## src/rtl/gpio_disp_pkg.sv

```systemverilog
// Shared types and constants for the GPIO 7-segment display driver.
package gpio_disp_pkg;

   typedef enum logic [1:0] {
      IDLE = 2'd0,
      CONV = 2'd1,
      DONE = 2'd2
   } state_e;

   localparam int N_DIGITS   = 8;
   localparam int BCD_DIGITS = 10;
   localparam int CONV_ITERS = 32;

   localparam logic [6:0] SEG_BLANK = 7'h7F;

   // Active-low gfedcba codes for hex digits 0..F
   localparam logic [6:0] SEG_0 = 7'h40;
   localparam logic [6:0] SEG_1 = 7'h79;
   localparam logic [6:0] SEG_2 = 7'h24;
   localparam logic [6:0] SEG_3 = 7'h30;
   localparam logic [6:0] SEG_4 = 7'h19;
   localparam logic [6:0] SEG_5 = 7'h12;
   localparam logic [6:0] SEG_6 = 7'h02;
   localparam logic [6:0] SEG_7 = 7'h78;
   localparam logic [6:0] SEG_8 = 7'h00;
   localparam logic [6:0] SEG_9 = 7'h10;
   localparam logic [6:0] SEG_A = 7'h08;
   localparam logic [6:0] SEG_B = 7'h03;
   localparam logic [6:0] SEG_C = 7'h46;
   localparam logic [6:0] SEG_D = 7'h21;
   localparam logic [6:0] SEG_E = 7'h06;
   localparam logic [6:0] SEG_F = 7'h0E;

   // Double-dabble correction: add 3 to every BCD nibble that is 5 or more,
   // so the following left shift carries correctly into the next decade.
   function automatic logic [4*BCD_DIGITS-1:0] dd_adjust(input logic [4*BCD_DIGITS-1:0] bcd);
      logic [4*BCD_DIGITS-1:0] r;
      r = bcd;
      for (int i = 0; i < BCD_DIGITS; i++) begin
         if (bcd[4*i +: 4] >= 4'd5) begin
            r[4*i +: 4] = bcd[4*i +: 4] + 4'd3;
         end
      end
      return r;
   endfunction

endpackage

```

## src/rtl/gpio_display_driver_if.sv

```systemverilog
// CPU-side GPIO word in, 8-digit 7-segment bus and status out.
interface gpio_display_driver_if;
   import gpio_disp_pkg::*;

   logic [31:0]           value;
   logic                  dec_mode;
   logic [7*N_DIGITS-1:0] hex_seg;
   logic                  busy;
   logic                  ovf;

   modport master (
      output value,
      output dec_mode,
      input  hex_seg,
      input  busy,
      input  ovf
   );

   modport slave (
      input  value,
      input  dec_mode,
      output hex_seg,
      output busy,
      output ovf
   );

endinterface

```

## src/rtl/hex_to_7seg.sv

```systemverilog
// One 4-bit nibble to one active-low gfedcba segment pattern.
module hex_to_7seg
   import gpio_disp_pkg::*;
(
   input  logic [3:0] nibble,
   output logic [6:0] seg_n
);

   // Pure lookup, no state
   always_comb begin
      seg_n = SEG_BLANK;
      case (nibble)
         4'h0: seg_n = SEG_0;
         4'h1: seg_n = SEG_1;
         4'h2: seg_n = SEG_2;
         4'h3: seg_n = SEG_3;
         4'h4: seg_n = SEG_4;
         4'h5: seg_n = SEG_5;
         4'h6: seg_n = SEG_6;
         4'h7: seg_n = SEG_7;
         4'h8: seg_n = SEG_8;
         4'h9: seg_n = SEG_9;
         4'hA: seg_n = SEG_A;
         4'hB: seg_n = SEG_B;
         4'hC: seg_n = SEG_C;
         4'hD: seg_n = SEG_D;
         4'hE: seg_n = SEG_E;
         4'hF: seg_n = SEG_F;
      endcase
   end

endmodule

```

## src/rtl/gpio_display_driver.sv

```systemverilog
// Drives eight 7-segment digits from a CPU GPIO word, in hex or in unsigned
// decimal (serial double-dabble, one bit per clock).
//
//   state | meaning
//   ------+---------------------------------------------------------------
//   IDLE  | display stable; reload when inputs differ from the last load
//   CONV  | decimal conversion, one double-dabble iteration per edge
//   DONE  | register segments/ovf from bin (hex) or bcd (decimal)
module gpio_display_driver
   import gpio_disp_pkg::*;
#(
   parameter bit BLANK_LEADING = 1'b1
) (
   input  logic                 clk,
   input  logic                 rst_n,
   gpio_display_driver_if.slave bus
);

   state_e                    state_q, state_d;
   logic [31:0]               last_val_q, last_val_d;
   logic                      last_mode_q, last_mode_d;
   logic                      first_pending_q, first_pending_d;
   logic [31:0]               bin_q, bin_d;
   logic [4*BCD_DIGITS-1:0]   bcd_q, bcd_d;
   logic [4:0]                cnt_q, cnt_d;
   logic                      busy_q, busy_d;
   logic                      ovf_q, ovf_d;
   logic [7*N_DIGITS-1:0]     hex_seg_q, hex_seg_d;

   logic [4*N_DIGITS-1:0]     disp_nib;
   logic [7*N_DIGITS-1:0]     seg_raw;
   logic [7*N_DIGITS-1:0]     seg_disp;
   logic [4*BCD_DIGITS-1:0]   bcd_adj;
   logic                      dec_ovf;
   logic                      lead;
   logic                      load_req;

   // In hex mode bin still holds the latched value; in decimal mode it has
   // been shifted out and the digits live in bcd.
   assign disp_nib = last_mode_q ? bcd_q[4*N_DIGITS-1:0] : bin_q;

   for (genvar g = 0; g < N_DIGITS; g++) begin : g_seg
      hex_to_7seg u_seg (
         .nibble (disp_nib[4*g +: 4]),
         .seg_n  (seg_raw[7*g +: 7])
      );
   end

   // Leading-zero blanking; digit 0 is never blanked so zero reads "0"
   always_comb begin
      seg_disp = seg_raw;
      dec_ovf  = |bcd_q[4*BCD_DIGITS-1:4*N_DIGITS];
      lead     = 1'b1;
      if (BLANK_LEADING && last_mode_q && !dec_ovf) begin
         for (int i = N_DIGITS-1; i > 0; i--) begin
            if (bcd_q[4*i +: 4] != 4'd0) begin
               lead = 1'b0;
            end
            if (lead) begin
               seg_disp[7*i +: 7] = SEG_BLANK;
            end
         end
      end
   end

   assign load_req = first_pending_q || (bus.value != last_val_q) ||
                     (bus.dec_mode != last_mode_q);

   // Next-state and datapath updates; everything holds unless a state acts
   always_comb begin
      state_d         = state_q;
      last_val_d      = last_val_q;
      last_mode_d     = last_mode_q;
      first_pending_d = first_pending_q;
      bin_d           = bin_q;
      bcd_d           = bcd_q;
      cnt_d           = cnt_q;
      busy_d          = busy_q;
      ovf_d           = ovf_q;
      hex_seg_d       = hex_seg_q;
      bcd_adj         = '0;
      unique case (state_q)
         IDLE: begin
            if (load_req) begin
               last_val_d      = bus.value;
               bin_d           = bus.value;
               last_mode_d     = bus.dec_mode;
               first_pending_d = 1'b0;
               bcd_d           = '0;
               cnt_d           = '0;
               if (bus.dec_mode) begin
                  busy_d  = 1'b1;
                  state_d = CONV;
               end else begin
                  state_d = DONE;
               end
            end
         end
         CONV: begin
            bcd_adj        = dd_adjust(bcd_q);
            {bcd_d, bin_d} = {bcd_adj, bin_q} << 1;
            cnt_d          = cnt_q + 5'd1;
            if (cnt_q == 5'(CONV_ITERS-1)) begin
               state_d = DONE;
            end
         end
         DONE: begin
            hex_seg_d = seg_disp;
            ovf_d     = last_mode_q & dec_ovf;
            busy_d    = 1'b0;
            state_d   = IDLE;
         end
         default: state_d = IDLE;
      endcase
   end

   // State and datapath registers with synchronous active-low reset
   always_ff @(posedge clk) begin
      if (!rst_n) begin
         state_q         <= IDLE;
         last_val_q      <= '0;
         last_mode_q     <= 1'b0;
         first_pending_q <= 1'b1;
         bin_q           <= '0;
         bcd_q           <= '0;
         cnt_q           <= '0;
         busy_q          <= 1'b0;
         ovf_q           <= 1'b0;
         hex_seg_q       <= {N_DIGITS{SEG_BLANK}};
      end else begin
         state_q         <= state_d;
         last_val_q      <= last_val_d;
         last_mode_q     <= last_mode_d;
         first_pending_q <= first_pending_d;
         bin_q           <= bin_d;
         bcd_q           <= bcd_d;
         cnt_q           <= cnt_d;
         busy_q          <= busy_d;
         ovf_q           <= ovf_d;
         hex_seg_q       <= hex_seg_d;
      end
   end

   assign bus.hex_seg = hex_seg_q;
   assign bus.busy    = busy_q;
   assign bus.ovf     = ovf_q;

endmodule

```

## src/flat_wrapper.sv

```systemverilog
// flat-port wrapper written by rule: the top's interface ports become plain ports
module gpio_display_driver_flat import gpio_disp_pkg::*;
#(
   parameter bit BLANK_LEADING = 1'b1
)
  (clk, rst_n, bus_value, bus_dec_mode, bus_hex_seg, bus_busy, bus_ovf);
  gpio_display_driver_if bus_i ();
  input  logic clk;
  input  logic rst_n;
  input wire logic [$bits(bus_i.value)-1:0] bus_value;
  input wire logic [$bits(bus_i.dec_mode)-1:0] bus_dec_mode;
  output wire logic [$bits(bus_i.hex_seg)-1:0] bus_hex_seg;
  output wire logic [$bits(bus_i.busy)-1:0] bus_busy;
  output wire logic [$bits(bus_i.ovf)-1:0] bus_ovf;
  assign bus_i.value = bus_value;
  assign bus_i.dec_mode = bus_dec_mode;
  assign bus_hex_seg = bus_i.hex_seg;
  assign bus_busy = bus_i.busy;
  assign bus_ovf = bus_i.ovf;
  gpio_display_driver #(.BLANK_LEADING(BLANK_LEADING)) u_core (.clk(clk), .rst_n(rst_n), .bus(bus_i));
endmodule
```

## config.mk

```make
export PLATFORM = sky130hd
export DESIGN_NAME = gpio_display_driver_flat
export DESIGN_NICKNAME = d
export VERILOG_FILES = /design/src/rtl/gpio_disp_pkg.sv /design/src/rtl/gpio_display_driver_if.sv /design/src/rtl/hex_to_7seg.sv /design/src/rtl/gpio_display_driver.sv /design/src/flat_wrapper.sv
export SDC_FILE = /design/constraint.sdc
export NUM_CORES = 1
export LEC_CHECK = 0
export BUFFER_PORTS_ARGS = -buffer_cell sky130_fd_sc_hd__buf_2
export CAP_MARGIN = 20
export CORE_MARGIN = 3
export CORE_UTILIZATION = 52
export CTS_CLUSTER_SIZE = 40
export DETAILED_ROUTE_END_ITERATION = 16
export PLACE_DENSITY = 0.74
export SYNTH_ARGS = -nofsm -noshare
export SYNTH_HDL_FRONTEND = slang
export SYNTH_SLANG_ARGS = --single-unit
```

## constraint.sdc

```tcl
create_clock -name clk -period 2.6 [get_ports clk]
set_clock_uncertainty 0.05 [all_clocks]
set_input_delay 0.52 -clock clk [delete_from_list [all_inputs] [get_ports clk]]
set_output_delay 0.52 -clock clk [all_outputs]
set_load 0.01 [all_outputs]
```

==> run summary <==
Status: complete, no violations
Main area contributors after synthesis: dfxtp_1 (34%), ha_1 (9.7%), nand2_1 (7.1%)
Critical path's slowest cell: nor4_1
Switching Fraction: 30.28%
Placed cells: 1508
Num CTS Buffers: 17
Netlist cell types: 61
Global-route wire length before repair: 38830 um
Resize count post-CTS: 0
Port Buffer Count: 92
Synthesized area: 9971 um^2
Tcrit/Tclk final: 92.97%
Initial antenna violation count: 0
Drt wl/cell: 15.81 um
Clock Sinks: 171
Io pins: 93
Fraction of layout cells with a size suffix above 1: 16.16%
Most frequent cell after synthesis: nand2_1
CP Class: flip-flop to flip-flop
Nets@finish: 1405
Top_reg_cell synth: dfxtp_1
Ys async rst share: 0%
Vias per cell: 5.673
Cells after Synth: 1204
Iter 0 DRT Violations: 630
Die height: 144.5 um
CP Max Fanout: 31
Combinational fraction of design power: 22.0%
Worst EP arrival: 2690 ps
TritonCTS clock tree: done
Int Pwr: 4946 uW
Yosys top cell area share: 34.33%
Max Cap Violations: 0
# hold bufs at CTS: 0
Sequential element share of the synthesized area: 34.33%
Final setup fails: 0
Clk slew on worst S/H paths: 60 ps
CP startpoint kind: flip-flop
Number of synthesized flops with an enable pin: 0
Synth area leader: dfxtp_1
Synth Area per Inst: 8.281 um^2
Final total power: 7095 uW
YS warnings: 0
CP Capture Type: flip-flop
Post-route DRC: 0
RSZ-0062 raised after global routing: false
Worst Tran Pin Value: 634.9 ps
Critical Path RT: 2870 ps
Diodes inserted: 0
Worst-skew pair later-pin latency: 430 ps
Total iterations of the first detailed-routing run: 4
Most frequent cells after synthesis: nand2_1 (189), dfxtp_1 (171), o21ai_0 (107)
Post-CTS Setup Inserts: 0
Die ar.: 20870 um^2
CTS Buffer Depth: 2
FP Rows: 50
Synthesis-to-layout area growth: 14.86%
Starting density of the core: 53.13%
DPL Wire Length: 17140 um
Final Hold Viols: 0
GR Overflow Total: 0
Routed WL: 24350 um
Max VDD drop: 0.4240 mV
Clock root buffer: clkbuf_16
Final ANT Viol Nets: 0
# H-tree levels: 4
Gr usage total: 23.04%
Vias in the first global route: 7779
Clock power frac: 36.1%
Final std cells w/o fill: 1540
Fmax: 413.7 MHz
Crit path largest cell delay: 420 ps
Largest net degree at the start of global routing: 97
Core Region: 18770 um^2
Worst-path cell chain: xor2_1 -> nor4_1 -> nand3_1 -> o31ai_4 -> buf_12 -> nand2_4 -> o32ai_1
Min Tclk post-route: 2417 ps
P_leak: 0.004723 uW
Pwr Density: 619.5 nW/um^2
Synth Register Bits: 171
Syn Nets: 1316
Max-slew violations: 0
Sequential Power Share: 41.9%
Die span in x: 144.5 um
Sw power: 2148 uW
Slew HR: 56.46%
GPL Wtd Cong: 0.8907
Overall via count from detail_route: 8737
Min-Delay Path Class: input pin to flip-flop
## path summary, 6_finish.rpt
check                                            start                     end  slack [ps]  cells past startpoint
worst min register to register  u_core.bus.hex_seg[37]  u_core.bus.hex_seg[37]         410                      2
worst max-delay path             u_core.last_val_q[14]        u_core.bcd_q[25]         180                      7
worst max register to register   u_core.last_val_q[14]        u_core.bcd_q[25]         180                      7
worst min-delay path                     bus_value[25]   u_core.last_val_q[25]         300                      3
## kinds of logic (layout without fill, tap and decap cells)
family,Yosys count,count (layout),share of synthesized area [%]
AND/OR/NAND/NOR,393,393,17.91
AO/OA/AOI/OAI,318,318,22.29
multiplexers,56,56,5.986
buffers and inverters,147,249,6.136
flip-flops,171,171,34.33
XOR/XNOR,42,42,3.689
adder cells (fa/ha/maj),77,77,9.662
## stage by stage
step | hold WS (ps) | TNS (ps) | instance area (um^2) | setup WS [ps] | utilization [%]
final | 300.8 | 0 | 11450 | 182.8 | 61.02
after global routing | 292.8 | 0 | 11450 | 0.6624 | 61.02
after CTS | 288.5 | 0 | 11450 | 151.4 | 61.02
after detailed placement | 399.6 | -41.62 | 10860 | -20.92 | 57.87
after global placement | 389.8 | 0 | 10860 | 7.753 | 57.87
after floorplan | 382.1 | 0 | 9978 | 14.92 | -
## state kept, by name, summed over array words and instances (netlist names)
signal and cells:
u_core.bcd_q 40, u_core.last_mode_q 1, u_core.bus.ovf 1, u_core.bus.hex_seg 56
u_core.bus.busy 1, u_core.bin_q 32, u_core.cnt_q 5, u_core.last_val_q 32
u_core.first_pending_q 1, u_core.state_q 2
## power groups by stage
stage          Sequential, uW  Combinational, uW  Clock, uW
5_1_grt                  3000               1730       2700
6_report                 2980               1560       2560
3_3_place_gp             3020               1510          0
4_1_cts                  2970               1550       2600
2_1_floorplan            3010               1070          0
3_5_place_dp             3030               1540          0
## placed cells by master, fill, tap and decap left out, drive strengths merged, types with 4 or more instances in the layout
master / count
buf: 145
nor2: 66
o211ai: 6
dfxtp: 171
nand4: 4
nand3: 48
a211oi: 15
inv: 72
o22ai: 7
nor4: 7
mux2i: 45
nor3b: 18
xnor2: 11
clkbuf: 23
a22o: 14
o21ai: 113
nand2: 190
o32ai: 15
a31oi: 4
o32a: 12
or2: 5
a31o: 6
a311oi: 6
ha: 77
and2: 5
xor2: 31
nand2b: 17
nor2b: 11
nor3: 15
o31ai: 5
a21oi: 39
o22a: 28
o2bb2ai: 31
clkinvlp: 6
mux2: 9
## critical path, delay by kind of cell (launching register included)
kind,cells,cell delay (ps)
XOR/XNOR,1,200
flip-flops,1,340
buffers and inverters,1,210
AO/OA/AOI/OAI,2,630
AND/OR/NAND/NOR,3,860
## cell type report
type,instances,area [um^2]
Fill cell,1620,7316
Multi-Input combinational cell,886,5962
Sequential cell,171,3425
Timing Repair Buffer,145,910.9
Clock buffer,23,478.0
Tap cell,234,292.8
Inverter,72,270.3
Clock inverter,9,113.9
## metal layers
layer  GRT usage, %  routed length [um]  vias up
met5              0                   0        -
met4          6.480                 494        0
met3          5.589                1457       34
met2          34.33               10590      213
met1          33.25               11810     4083
li1               -                   -     4407
Power figures use the tool's default switching activity.
